==> src/rtl/clock_pkg.sv <==
// clock_pkg: shared mode encoding, field widths and limits for the HH:MM:SS
// timekeeping datapath and its set-time controller.
package clock_pkg;

    localparam int HOUR_W   = 5;
    localparam int MIN_W    = 6;
    localparam int HOUR_MAX = 23;
    localparam int MIN_MAX  = 59;

    typedef enum logic [1:0] {
        MODE_RUN   = 2'd0,
        MODE_SET_H = 2'd1,
        MODE_SET_M = 2'd2,
        MODE_SET_S = 2'd3
    } mode_e;

    // Field increment with no carry; anything at or above max_v wraps to 0.
    function automatic logic [MIN_W-1:0] wrap_inc(input logic [MIN_W-1:0] v,
                                                  input logic [MIN_W-1:0] max_v);
        return (v >= max_v) ? '0 : v + 1'b1;
    endfunction

endpackage

==> src/rtl/key_edge.sv <==
// key_edge: two-flop synchronizer for an active-low pushbutton followed by
// falling-edge detection, yielding a one-cycle press pulse.
module key_edge (
    input  logic clk,
    input  logic rst,
    input  logic key_n,
    output logic press
);

    logic sync1_q, sync1_d;
    logic sync2_q, sync2_d;
    logic prev_q,  prev_d;

    always_comb begin
        sync1_d = key_n;
        sync2_d = sync1_q;
        prev_d  = sync2_q;
        press   = prev_q & ~sync2_q;
    end

    // NOTE: state flops use non-blocking assignments so every flop samples pre-edge values.
    always_ff @(posedge clk) begin
        if (rst) begin
            sync1_q <= 1'b1;
            sync2_q <= 1'b1;
            prev_q  <= 1'b1;
        end else begin
            sync1_q <= sync1_d;
            sync2_q <= sync2_d;
            prev_q  <= prev_d;
        end
    end

endmodule

==> src/rtl/clock_set_ctrl.sv <==
// clock_set_ctrl: 1 Hz tick prescaler, key-driven set-time FSM, load strobe,
// display mux and blink masks. Define CLOCK_SET_ALARM_EN to add the alarm.
module clock_set_ctrl
    import clock_pkg::*;
#(
    parameter int TICK_DIV  = 50000000,
    parameter int BLINK_DIV = 12500000
) (
    input  logic              clk,
    input  logic              rst,
    input  logic              key_mode,
    input  logic              key_inc,
    input  logic [HOUR_W-1:0] cur_hour,
    input  logic [MIN_W-1:0]  cur_min,
    input  logic [MIN_W-1:0]  cur_sec,
`ifdef CLOCK_SET_ALARM_EN
    input  logic [HOUR_W-1:0] alm_hour,
    input  logic [MIN_W-1:0]  alm_min,
    output logic              alarm,
`endif
    output logic              tick,
    output logic              load,
    output logic [HOUR_W-1:0] load_hour,
    output logic [MIN_W-1:0]  load_min,
    output logic [MIN_W-1:0]  load_sec,
    output logic [1:0]        mode,
    output logic [HOUR_W-1:0] disp_hour,
    output logic [MIN_W-1:0]  disp_min,
    output logic [MIN_W-1:0]  disp_sec,
    output logic [2:0]        blank
);

    localparam int TW = (TICK_DIV > 1) ? $clog2(TICK_DIV) : 1;
    localparam int BW = (BLINK_DIV > 1) ? $clog2(BLINK_DIV) : 1;
    localparam logic [TW-1:0] TICK_LAST  = TW'(TICK_DIV - 1);
    localparam logic [BW-1:0] BLINK_LAST = BW'(BLINK_DIV - 1);

    logic mode_press, inc_press;

    mode_e             state_q, state_d;
    logic [HOUR_W-1:0] edit_hour_q, edit_hour_d;
    logic [MIN_W-1:0]  edit_min_q,  edit_min_d;
    logic [MIN_W-1:0]  edit_sec_q,  edit_sec_d;
    logic              load_q,      load_d;
    logic [HOUR_W-1:0] load_hour_q, load_hour_d;
    logic [MIN_W-1:0]  load_min_q,  load_min_d;
    logic [MIN_W-1:0]  load_sec_q,  load_sec_d;
    logic [TW-1:0]     presc_q,     presc_d;
    logic [BW-1:0]     blink_cnt_q, blink_cnt_d;
    logic              phase_q,     phase_d;

    key_edge u_key_mode (.clk(clk), .rst(rst), .key_n(key_mode), .press(mode_press));
    key_edge u_key_inc  (.clk(clk), .rst(rst), .key_n(key_inc),  .press(inc_press));

    always_comb begin
        // NOTE: every signal gets a default first so no path through the block infers a latch.
        state_d     = state_q;
        edit_hour_d = edit_hour_q;
        edit_min_d  = edit_min_q;
        edit_sec_d  = edit_sec_q;
        load_d      = 1'b0;
        load_hour_d = load_hour_q;
        load_min_d  = load_min_q;
        load_sec_d  = load_sec_q;

        // Mode press takes priority; a simultaneous inc press is dropped.
        unique case (state_q)
            MODE_RUN: begin
                if (mode_press) begin
                    state_d     = MODE_SET_H;
                    edit_hour_d = cur_hour;
                    edit_min_d  = cur_min;
                    edit_sec_d  = cur_sec;
                end
            end
            MODE_SET_H: begin
                if (mode_press)
                    state_d = MODE_SET_M;
                else if (inc_press)
                    edit_hour_d = HOUR_W'(wrap_inc(MIN_W'(edit_hour_q), MIN_W'(HOUR_MAX)));
            end
            MODE_SET_M: begin
                if (mode_press)
                    state_d = MODE_SET_S;
                else if (inc_press)
                    edit_min_d = wrap_inc(edit_min_q, MIN_W'(MIN_MAX));
            end
            MODE_SET_S: begin
                if (mode_press) begin
                    state_d     = MODE_RUN;
                    load_d      = 1'b1;
                    load_hour_d = edit_hour_q;
                    load_min_d  = edit_min_q;
                    load_sec_d  = edit_sec_q;
                end else if (inc_press) begin
                    edit_sec_d = wrap_inc(edit_sec_q, MIN_W'(MIN_MAX));
                end
            end
        endcase

        // Held through the load cycle so the first tick lands TICK_DIV cycles after it.
        tick = (state_q == MODE_RUN) && (presc_q == TICK_LAST);
        if ((state_q != MODE_RUN) || load_q || tick)
            presc_d = '0;
        else
            presc_d = presc_q + 1'b1;

        if ((state_q == MODE_RUN) || mode_press || inc_press) begin
            blink_cnt_d = '0;
            phase_d     = 1'b0;
        end else if (blink_cnt_q == BLINK_LAST) begin
            blink_cnt_d = '0;
            phase_d     = ~phase_q;
        end else begin
            blink_cnt_d = blink_cnt_q + 1'b1;
            phase_d     = phase_q;
        end

        blank     = 3'b000;
        disp_hour = cur_hour;
        disp_min  = cur_min;
        disp_sec  = cur_sec;
        unique case (state_q)
            MODE_RUN:   blank = 3'b000;
            MODE_SET_H: blank = {phase_q, 2'b00};
            MODE_SET_M: blank = {1'b0, phase_q, 1'b0};
            MODE_SET_S: blank = {2'b00, phase_q};
        endcase
        if (state_q != MODE_RUN) begin
            disp_hour = edit_hour_q;
            disp_min  = edit_min_q;
            disp_sec  = edit_sec_q;
        end

        mode      = state_q;
        load      = load_q;
        load_hour = load_hour_q;
        load_min  = load_min_q;
        load_sec  = load_sec_q;
    end

    always_ff @(posedge clk) begin
        if (rst) begin
            state_q     <= MODE_RUN;
            edit_hour_q <= '0;
            edit_min_q  <= '0;
            edit_sec_q  <= '0;
            load_q      <= 1'b0;
            load_hour_q <= '0;
            load_min_q  <= '0;
            load_sec_q  <= '0;
            presc_q     <= '0;
            blink_cnt_q <= '0;
            phase_q     <= 1'b0;
        end else begin
            state_q     <= state_d;
            edit_hour_q <= edit_hour_d;
            edit_min_q  <= edit_min_d;
            edit_sec_q  <= edit_sec_d;
            load_q      <= load_d;
            load_hour_q <= load_hour_d;
            load_min_q  <= load_min_d;
            load_sec_q  <= load_sec_d;
            presc_q     <= presc_d;
            blink_cnt_q <= blink_cnt_d;
            phase_q     <= phase_d;
        end
    end

`ifdef CLOCK_SET_ALARM_EN
    logic alarm_q, alarm_d;
    logic armed_q, armed_d;
    logic alm_match;

    // Armed again only once the live time leaves the alarm minute.
    always_comb begin
        alm_match = (cur_hour == alm_hour) && (cur_min == alm_min);
        alarm_d   = alarm_q;
        armed_d   = armed_q;
        if (!alm_match)
            armed_d = 1'b1;
        if ((state_q == MODE_RUN) && alm_match && (cur_sec == '0) && armed_q) begin
            alarm_d = 1'b1;
            armed_d = 1'b0;
        end
        if (mode_press || ((state_q == MODE_RUN) && inc_press))
            alarm_d = 1'b0;
        alarm = alarm_q;
    end

    always_ff @(posedge clk) begin
        if (rst) begin
            alarm_q <= 1'b0;
            armed_q <= 1'b1;
        end else begin
            alarm_q <= alarm_d;
            armed_q <= armed_d;
        end
    end
`endif

endmodule
==> config.mk <==
export PLATFORM = sky130hd
export DESIGN_NAME = clock_set_ctrl
export DESIGN_NICKNAME = d
export VERILOG_FILES = /design/src/rtl/clock_pkg.sv /design/src/rtl/key_edge.sv /design/src/rtl/clock_set_ctrl.sv
export SDC_FILE = /design/constraint.sdc
export NUM_CORES = 1
export LEC_CHECK = 0
export ABC_CLOCK_PERIOD_IN_PS = 2000
export BUFFER_PORTS_ARGS = -buffer_cell sky130_fd_sc_hd__buf_2
export CAP_MARGIN = 20
export CORE_MARGIN = 1.5
export CORE_UTILIZATION = 40
export CTS_BUF_LIST = sky130_fd_sc_hd__clkbuf_8
export CTS_CLUSTER_SIZE = 24
export DETAILED_ROUTE_END_ITERATION = 10
export GPL_ROUTABILITY_DRIVEN = 0
export PLACE_DENSITY_LB_ADDON = 0.3
export SLEW_MARGIN = 0
export SYNTH_ARGS = -nofsm -noshare
export SYNTH_HDL_FRONTEND = slang
export SYNTH_SLANG_ARGS = --single-unit
==> constraint.sdc <==
create_clock -name clk -period 2 [get_ports clk]
set_clock_uncertainty 0.2 [all_clocks]
set_input_delay 0.3 -clock clk [delete_from_list [all_inputs] [get_ports clk]]
set_output_delay 0.3 -clock clk [all_outputs]
set_load 0.005 [all_outputs]
**Word level (Yosys, flattened, before mapping)**

Index checks and enable logic that the tools add are counted.

- Word-level logic and storage cells: 90
- Output and inout bits: 41
- Input bits: 21
- Register bits after elaboration: 94

- Order comparisons: 3
- Equal/unequal tests: 15
- Bitwise operators: 6
- Muxes and demuxes: 25
- Reductions and logical operators: 19
- Add/sub/neg operators: 5

Operators by type and width:

| operator | count |
|---|---|
| 6-bit 2-to-1 mux | 10 |
| 26-bit by 1-bit adder with 26-bit output, second input constant | 1 |
| 26-bit == test, second input constant | 1 |
| 5-bit 2-to-1 mux | 5 |
| 24-bit by 1-bit adder with 24-bit output, second input constant | 1 |
| 24-bit == test, second input constant | 1 |
| 6-bit case mux with 2 select lines | 2 |
| 2-bit != test, second input constant | 10 |
| 4-bit AND reduction | 4 |
| 6-bit by 1-bit adder with 6-bit output, second input constant | 2 |
| 6-bit >= comparator, second input constant | 2 |
| 3-bit case mux with 4 select lines | 1 |
| 5-bit case mux with 2 select lines | 1 |
| 2-bit 2-to-1 mux | 4 |
| 2-bit case mux with 4 select lines | 1 |
| 2-bit nonzero test | 4 |
| 2-bit OR reduction | 3 |
| 5-bit by 1-bit adder with 5-bit output, second input constant | 1 |
| 5-bit >= comparator, second input constant | 1 |
| 2-bit == test, second input constant | 2 |
| 1-bit logical OR | 4 |
| 1-bit inverter | 4 |
| 3-bit OR reduction | 1 |
| 1-bit bitwise AND | 2 |
| 5 further kinds | 5 |

**Logic depth before layout (Yosys ltp)**

Gate-level depths: netlist of the first run.

- Depth after elaboration: 5
- Depth in mapped cells: 8

**Modules after synthesis**

A second synthesis of the first run with hierarchy kept.

- Cell total of the unflattened synthesis: 562
- Area total of the unflattened synthesis: 4606.9 um^2

Modules (own cells, without submodules):

| module | area an instance (um^2) | cells each | seq. area each (um^2) | instances |
|---|---|---|---|---|
| clock_set_ctrl | 4436.8 | 548 | 1761.7 | 1 |
| key_edge | 85.1 | 7 | 60.1 | 2 |

**Least setup slack after synthesis of the first run**

No wires, ideal clock.

- Path kind: flip-flop to flip-flop
- Start: register state_q[0] (netlist: mode[0])
- End: register edit_min_q[2]
- Slack: -0.159 ns
- Library setup time: 0.117 ns
- Arrival: 1.841 ns
- Stages on the path, launching flop included: 9
- Data required time: 1.683 ns
- Path buffers: 2
- Period minus slack after synthesis: 2.159 ns
- Cell sequence: dfxtp_1 inv_1 ha_1 clkbuf_1 nand3b_1 o32ai_1 clkbuf_1 o21ai_0 a32o_1

- Cells in the longest elaborated chain, start to end: 3
- Elaborated cells on any way between the ends: 8
- Classes of those cells: 4 x eq/ne; 1 x mux; 3 x reduce/logical

RTL lines:

| item | line | source |
|---|---|---|
| start, declared | clock_set_ctrl.sv:40 | `mode_e state_q, state_d;` |
| start signal, assigned | clock_set_ctrl.sv:156 | `state_q <= state_d;` |
| 2-bit == test or 2-bit logical NOT (tied branches) | clock_set_ctrl.sv:67 | `unique case (state_q)` |
| 2-bit != test (no line) or 2-bit nonzero test (tied branches) | n/a |  |
| 4-bit AND reduction (no line) | n/a |  |
| end signal, assigned | clock_set_ctrl.sv:158 | `edit_min_q <= edit_min_d;` |
| end, declared | clock_set_ctrl.sv:42 | `logic [MIN_W-1:0] edit_min_q, edit_min_d;` |

Several ways; a longest one is shown, not always the timed one.
A chain may end at the register's enable or synchronous reset.

**Final worst setup path of the first run**

- Start: register presc_q[0]
- End: output tick

- Cells in the longest elaborated chain, start to end: 2

RTL lines:

| item | line | source |
|---|---|---|
| start, declared | clock_set_ctrl.sv:48 | `logic [TW-1:0] presc_q, presc_d;` |
| start signal, assigned | clock_set_ctrl.sv:164 | `presc_q <= presc_d;` |
| 26-bit == test | clock_set_ctrl.sv:102 | `tick = (state_q == MODE_RUN) && (presc_q == TICK_LAST);` |
| 1-bit logical AND | clock_set_ctrl.sv:102 |  |
| end, declared | clock_set_ctrl.sv:21 | `output logic tick,` |

Every way passes these cells.

==> key figures, run 1 <==
Logic synthesis
  • Count of state elements after synthesis: 94
  • Total of warnings raised by yosys: 0
  • Async set or reset register ratio after synthesis: 0%
  • Net count after synthesis: 588
  • Post-synthesis instance area: 0.00466 mm^2
  • Unique masters post-synth: 53
  • Post-Syn Instances: 558
  • Number of flops mapped to enable cells by yosys: 0
  • Biggest area consumer among synthesized cells: sky130_fd_sc_hd__dfxtp_1
  • Dominant cells by area after synthesis: sky130_fd_sc_hd__dfxtp_1 (40%), sky130_fd_sc_hd__a21oi_1 (5.5%), sky130_fd_sc_hd__nand2_1 (5.1%), sky130_fd_sc_hd__nor2_1 (3.7%), sky130_fd_sc_hd__mux2_2 (3.6%)
  • Primary FF master, synth: sky130_fd_sc_hd__dfxtp_1
  • Proportion of synthesized chip area in sequential cells: 40.4%
  • Share of the synthesized area in the top cell type: 40.4%
  • Mean Syn Cell Area: 8.35 um^2

GRT
  • Overflow after GRT: 0
  • Maximum number of pins on one net before global-route repair: 29
  • Number of antenna violations at the first check in global routing: 0
  • Global-route wire length before repair: 19200 um
  • Via count of the first global-routing pass: 4138
  • Tot GR Track Use: 18.7%

Timing
  • Final critical delay including setup and external delays: 2.17 ns
  • Hold violation total from the final report: 0
  • Total of endpoints with negative setup slack in the final report: 18
  • Worst setup margin: -0.168 ns
  • Slew of the pin with the lowest slew margin: 0.381 ns
  • Setup repair after global routing missed its margin: yes
  • Max Freq: 461 MHz
  • Relative slew margins: 74.3%
  • Max-slew violation count: 0
  • Smallest hold slack: 0.0205 ns
  • Post-route clock period utilization: 108%

Die
  • Die Span Y: 111 um
  • Die Area: 0.0123 mm^2
  • Site Rows: 39
  • Starting density of the core: 41.0%
  • Core area: 0.0114 mm^2
  • Die Wd: 111 um
  • I/O pin count: 62

Outcome
  • Status: finished, violations left
  • Failing checks: negative setup slack

Final layout
  • Antenna diode count: 0
  • Most common library cell in the layout ignoring fill and taps: sky130_fd_sc_hd__dfxtp_1
  • Number of nets in the finished design: 700
  • Share of final-layout standard cells stronger than drive strength 1: 31.3%
  • Area growth from synthesis to final layout: 27.9%
  • Commonest cells after routing, fill and taps aside: sky130_fd_sc_hd__dfxtp_1 (80), sky130_fd_sc_hd__nand2_1 (62), sky130_fd_sc_hd__buf_2 (61)

Route
  • Average routed wire per standard cell: 14.1 um
  • 1st-iter DRT viols: 350
  • Wire length reported by the detailed router: 11500 um
  • Post-detailed-route via-to-cell ratio: 5.44
  • Post-route DRC violation count: 0
  • Antenna viol nets, final: 0
  • Length of the first detailed-routing pass in iterations: 5
  • Number of vias in the routed layout: 4441

Power and ir drop
  • Overall power: 3.62 mW
  • Leakage component of the power: 2.16 nW
  • Combinational power share: 10.0%
  • Peak ir drop on the vdd network: 487 uV
  • Net Switching: 0.864 mW
  • Proportion of power drawn by flip-flops and latches: 53.6%
  • Pwr per Cell Area: 608 mW/mm^2
  • Internal portion of total power: 2.76 mW
  • Sw Ratio: 23.8%
  • Fraction of power consumed by the clock network: 36.5%

Clock network
  • TritonCTS clock tree: done
  • Number of clock sinks: 94
  • Worst-Skew Late Latency: 0.37 ns
  • CTS H-tree lvls: 3
  • Root Buffer Master: sky130_fd_sc_hd__clkbuf_8
  • Number of buffers created by CTS: 9
  • Clock transition at the registers of the reported paths: 0.09 ns
  • Maximum buffer depth of the clock tree: 2

Critical path
  • Element type at the critical path start: flip-flop
  • CP Buf/Inv Count: 1
  • Critical path class: reg -> out
  • Beginning of the worst register-to-register path: mode[0]
  • Critical path fanouts, max: 5
  • R2R Setup Slk: 0.03 ns
  • Length in cells of the worst reg-to-reg path: 9
  • CP top delay family: simple AND/OR/NAND/NOR gates
  • Arrival time at the worst endpoint: 1.67 ns
  • CP startpoint: presc_q[0]
  • Critical Path, Cell by Cell: ha_2, and4_4, nand3_4, nor4_2, buf_2
  • Worst endpoint required time: 1.50 ns
  • Capture point of the worst reg-to-reg path: edit_hour_q[1]
  • Critical Path End Type: output port
  • Maximum single-stage delay on the critical path: 0.34 ns
  • Slowest cell on the critical path: sky130_fd_sc_hd__dfxtp_2

Job
  • Max-capacitance violation count: 0

Hold path
  • Instance count along the most critical hold path: 3
  • Hold path endpoint: edit_hour_q[3]
  • Path type of the worst min-delay path: in -> reg
  • Worst Hold Launch: cur_hour[3]

Placed design
  • Detail Placement HPWL: 8060 um
  • Number of buffer cells added on primary ports: 61
-- worst max-delay path by stage --
stage	endpoint	cells after the start	slack (ns)
after floorplan	edit_hour_q[1]	7	0.003
after global placement	edit_min_q[5]	8	0.02
after detailed placement	edit_min_q[2]	8	-0.02
after CTS	tick	7	-0.22
after global routing	tick	5	-0.29
final	tick	5	-0.17
-- power by group through the flow --
stage	registers, mW	clock network, mW	logic [mW]
3_5_place_dp	1.98	0	0.310
4_1_cts	1.94	1.37	0.342
2_1_floorplan	1.97	0	0.197
6_report	1.94	1.32	0.361
3_3_place_gp	1.98	0	0.303
5_1_grt	1.95	1.43	0.394
-- cell families after synthesis --
group | synth area share [%]
flip-flops | 40.4
adder cells (fa/ha/maj) | 2.42
buffers and inverters | 3.84
multiplexers | 4.70
XOR/XNOR | 4.70
AO/OA/AOI/OAI | 15.9
AND/OR/NAND/NOR | 28.0
-- through the flow --
stage / setup TNS [ns] / std cells / setup slack [ns] / util, % / instance area, um^2
floorplan: 0 / 558 / 0.00269 / - / 4680
global placement: 0 / 786 / 0.0228 / 48.0 / 5450
detailed placement: -0.0476 / 786 / -0.0188 / 48.0 / 5450
CTS: -2.46 / 811 / -0.216 / 51.2 / 5820
global route: -4.01 / 817 / -0.287 / 52.4 / 5960
finish: -2.28 / 817 / -0.168 / 52.4 / 5960
-- registers in the layout, summed over array words and instances, names as in the netlist --
| name | cells |
|---|---|
| presc_q | 26 |
| edit_sec_q | 6 |
| load_hour | 5 |
| edit_min_q | 6 |
| u_key_mode.sync1_q | 1 |
| edit_hour_q | 5 |
| blink_cnt_q | 24 |
| load_min | 6 |
| u_key_inc.prev_d | 1 |
| u_key_inc.prev_q | 1 |
| load | 1 |
| u_key_mode.prev_d | 1 |
| u_key_inc.sync1_q | 1 |
| mode | 2 |
| phase_q | 1 |
| u_key_mode.prev_q | 1 |
| load_sec | 6 |
-- synth_stat cells (all sizes together) (4+ instances only) --
master / count
dfxtp: 94
mux2i: 5
and4: 8
nand4: 14
nor3: 4
a311oi: 5
nor2: 46
nor2b: 7
o32ai: 7
xor2: 11
clkbuf: 23
or2: 7
nand2b: 14
o31ai: 13
mux2: 15
or3: 14
buf: 5
inv: 17
o21ai: 20
xnor2: 14
nand3: 30
o21a: 4
a21oi: 51
and2: 4
and3: 4
ha: 9
or4: 15
a211oi: 5
nand2: 63
nor4: 7
-- cell type report --
| class | instances | area, um^2 |
|---|---|---|
| well taps | 143 | 179 |
| clock buffers | 12 | 165 |
| clock inverters | 3 | 42.5 |
| repair buffers | 128 | 871 |
| multi-input cells | 420 | 2740 |
| fillers | 1073 | 5410 |
| inverters | 17 | 63.8 |
| flip-flops and latches | 94 | 1900 |
-- worst register-to-register path: cells and delay by family, from the launching register on --
kind / cells / cell delay, ns
compound gates: 3 / 0.54
fa+ha+maj: 1 / 0.16
buf+inv: 4 / 0.50
flops: 1 / 0.34
simple gates: 1 / 0.14
-- per-layer routing --
layer  track usage, %  share of wire (%)  wire, um
met5                0                  0         0
met1             24.3                 47      5450
met3             4.98                4.0       461
met2             30.4                 47      5450
met4             5.64                1.2       143
-- repair_timing --
action | 4_1_cts | 5_1_grt
endpoints found under the setup margin | 28 | 80
setup buffers | 7 | 4
hold endpoints to repair | 4 | 0
hold buffers | 3 | 0
pin swaps | 5 | 13
gates cloned | 1 | 2
gates resized for setup | 24 | 29
No activity file was read; power rests on OpenSTA's default activity.
==> inputs of run 2 (changes only) <==
Settings changed: ABC_AREA set to 1, CTS_BUF_LIST sky130_fd_sc_hd__clkbuf_8 to unset, SYNTH_HIERARCHICAL set to 1.
==> key figures, run 2 <==
Outcome
  • Status: complete, no violations

Clock network
  • Clock transition at the registers of the reported paths: 0.06 ns
  • Number of clock sinks: 94
  • Root Buffer Master: sky130_fd_sc_hd__clkbuf_16
  • TritonCTS clock tree: done
  • Number of buffers created by CTS: 9
  • Maximum buffer depth of the clock tree: 2
  • Worst-Skew Late Latency: 0.35 ns
  • CTS H-tree lvls: 3

Power and ir drop
  • Overall power: 4.83 mW
  • Leakage component of the power: 2.31 nW
  • Pwr per Cell Area: 812 mW/mm^2
  • Peak ir drop on the vdd network: 476 uV

Logic synthesis
  • Total of warnings raised by yosys: 6
  • Count of state elements after synthesis: 94
  • Post-Syn Instances: 728
  • Biggest area consumer among synthesized cells: sky130_fd_sc_hd__dfxtp_1
  • Unique masters post-synth: 30
  • Library cell with the highest instance count after synthesis: sky130_fd_sc_hd__nand2_1
  • Primary FF master, synth: sky130_fd_sc_hd__dfxtp_1
  • Net count after synthesis: 758
  • Number of flops mapped to enable cells by yosys: 0
  • Share of the synthesized area in the top cell type: 38.2%
  • Commonest cells post-synth: sky130_fd_sc_hd__nand2_1 (188), sky130_fd_sc_hd__nor2_1 (110), sky130_fd_sc_hd__dfxtp_1 (94), sky130_fd_sc_hd__inv_1 (71), sky130_fd_sc_hd__a21oi_1 (63)
  • Dominant cells by area after synthesis: sky130_fd_sc_hd__dfxtp_1 (38%), sky130_fd_sc_hd__nand2_1 (14%), sky130_fd_sc_hd__nor2_1 (8.4%), sky130_fd_sc_hd__a21oi_1 (6.4%), sky130_fd_sc_hd__inv_1 (5.4%)
  • Post-synthesis instance area: 0.00493 mm^2
  • Proportion of synthesized chip area in sequential cells: 38.2%
  • Async set or reset register ratio after synthesis: 0%
  • Mean Syn Cell Area: 6.77 um^2

Critical path
  • Critical Path End Type: output port
  • Arrival time at the worst endpoint: 1.45 ns
  • Length in cells of the worst reg-to-reg path: 9
  • Capture point of the worst reg-to-reg path: edit_sec_q[2]
  • Critical path fanouts, max: 29
  • CP startpoint: mode[1]
  • R2R Setup Slk: 0.16 ns
  • Beginning of the worst register-to-register path: mode[1]
  • Element type at the critical path start: flip-flop
  • Critical path class: reg -> out
  • Worst endpoint required time: 1.50 ns

Final layout
  • Largest registers: presc_q (26), blink_cnt_q (24)
  • Commonest cells after routing, fill and taps aside: sky130_fd_sc_hd__nand2_1 (183), sky130_fd_sc_hd__nor2_1 (108), sky130_fd_sc_hd__dfxtp_1 (89)
  • Number of nets in the finished design: 841
  • Register name with the most flops: presc_q
  • Number of flip-flops under the largest register name: 26
  • Most common library cell in the layout ignoring fill and taps: sky130_fd_sc_hd__nand2_1
  • Share of final-layout standard cells stronger than drive strength 1: 20.0%
  • Filler cell count: 1254
  • Area growth from synthesis to final layout: 20.7%
  • Antenna diode count: 0

Placed design
  • Detail Placement HPWL: 8620 um
  • Setup slack at placement: 0.0915 ns
  • Number of buffer cells added on primary ports: 61

Timing
  • Max-slew violation count: 0
  • Worst setup margin: 0.0525 ns
  • Max Freq: 513 MHz
  • Setup repair after global routing missed its margin: yes
  • Smallest hold slack: 0.0455 ns
  • Post-route clock period utilization: 97.4%
  • Hold violation total from the final report: 0
  • Final critical delay including setup and external delays: 1.95 ns
  • Relative slew margins: 70.7%
  • Slew of the pin with the lowest slew margin: 0.438 ns
  • TNS Setup: 0 ns
  • Total of endpoints with negative setup slack in the final report: 0

Hold path
  • Hold path endpoint: edit_min_q[1]
  • Worst Hold Launch: cur_min[1]
  • Path type of the worst min-delay path: in -> reg
  • Instance count along the most critical hold path: 3

GRT
  • Number of antenna violations at the first check in global routing: 0
  • Via count of the first global-routing pass: 4344
  • Maximum number of pins on one net before global-route repair: 36
  • Overflow after GRT: 0
  • Tot GR Track Use: 19.4%
  • Global-route wire length before repair: 20100 um

Die
  • Die Area: 0.0130 mm^2
  • Site Rows: 40
  • I/O pin count: 62
  • Die Span Y: 114 um
  • Starting density of the core: 41.0%
  • Core area: 0.0120 mm^2
  • Die Wd: 114 um

Route
  • Post-route DRC violation count: 0
  • Post-detailed-route via-to-cell ratio: 4.80
  • Number of vias in the routed layout: 4618
  • Wire length reported by the detailed router: 11800 um
  • 1st-iter DRT viols: 170
  • Antenna viol nets, final: 0
  • Average routed wire per standard cell: 12.3 um
  • Length of the first detailed-routing pass in iterations: 4

Job
  • Max-capacitance violation count: 0
-- run 2: cell count changes in the layout (fill, tap and decap cells not counted), moves of 14 or more --
cell	previous run	this run
sky130_fd_sc_hd__o21ai_0	16	42
sky130_fd_sc_hd__nor2_1	46	108
sky130_fd_sc_hd__a21oi_1	49	63
sky130_fd_sc_hd__nor2_2	0	20
sky130_fd_sc_hd__nand2_1	62	183
sky130_fd_sc_hd__inv_1	15	68
sky130_fd_sc_hd__buf_4	55	18
sky130_fd_sc_hd__mux2_2	15	0
-- run 2: cells by family (layout without fill, tap and decap cells) --
family	after synthesis	in the layout	share of synthesized area [%]
AND/OR/NAND/NOR	386	386	33.7
XOR/XNOR	26	26	4.62
buffers and inverters	90	177	7.94
adder cells (fa/ha/maj)	9	9	2.28
flip-flops	94	94	38.2
AO/OA/AOI/OAI	123	123	13.3
-- run 2: metal layers --
metal  track usage, %  part of all wire, %  vias up
met5                0                    0        -
met3             5.37                  4.1       17
met4             7.50                  2.1        0
met1             25.4                   48     2040
met2             30.6                   46       83
li1                 -                    -     2478
-- run 2: what timing repair did --
item,in CTS,in global routing
endpoints found under the hold margin,2,0
setup buffers,7,2
hold buffers,2,0
endpoints found under the setup margin,8,16
pin swaps,8,6
gates resized for setup,20,18
-- run 2: metrics by stage --
step / utilization, % / instance area [um^2] / cells
2_1_floorplan: - / 4930 / 728
3_3_place_gp: 45.6 / 5470 / 936
3_5_place_dp: 45.6 / 5470 / 936
4_1_cts: 49.1 / 5890 / 960
5_1_grt: 49.6 / 5950 / 962
6_report: 49.6 / 5950 / 962
-- run 2: how the worst max path moves through the flow --
stage / end / slack [ns]
3_3_place_gp: edit_min_q[3] / 0.13
6_report: blank[2] / 0.05
2_1_floorplan: blink_cnt_q[22] / 0.24
4_1_cts: disp_hour[2] / -0.004
5_1_grt: tick / -0.07
3_5_place_dp: edit_min_q[2] / 0.09
-- run 2: worst max-delay path: stages (launching register included) --
cell and delay [ns]:
sky130_fd_sc_hd__dfxtp_2 0.35, sky130_fd_sc_hd__inv_4 0.05, sky130_fd_sc_hd__ha_4 0.18, sky130_fd_sc_hd__buf_12 0.16, sky130_fd_sc_hd__nor3_2 0.20, sky130_fd_sc_hd__buf_2 0.14
-- run 2: area by class of cell --
cell class,instances,area [um^2],area share [%]
Inverter,75,288,4.83
Timing Repair Buffer,87,567,9.52
Sequential cell,94,1890,31.8
Multi-Input combinational cell,544,2740,46.0
Tap cell,147,184,3.09
Clock buffer,15,288,4.83
-- run 2: power by group --
group          switching, mW  leakage (nW)  internal, mW
Sequential             0.112         0.764          1.99
Clock                  0.696         0.142         0.974
Combinational          0.636          1.40         0.422
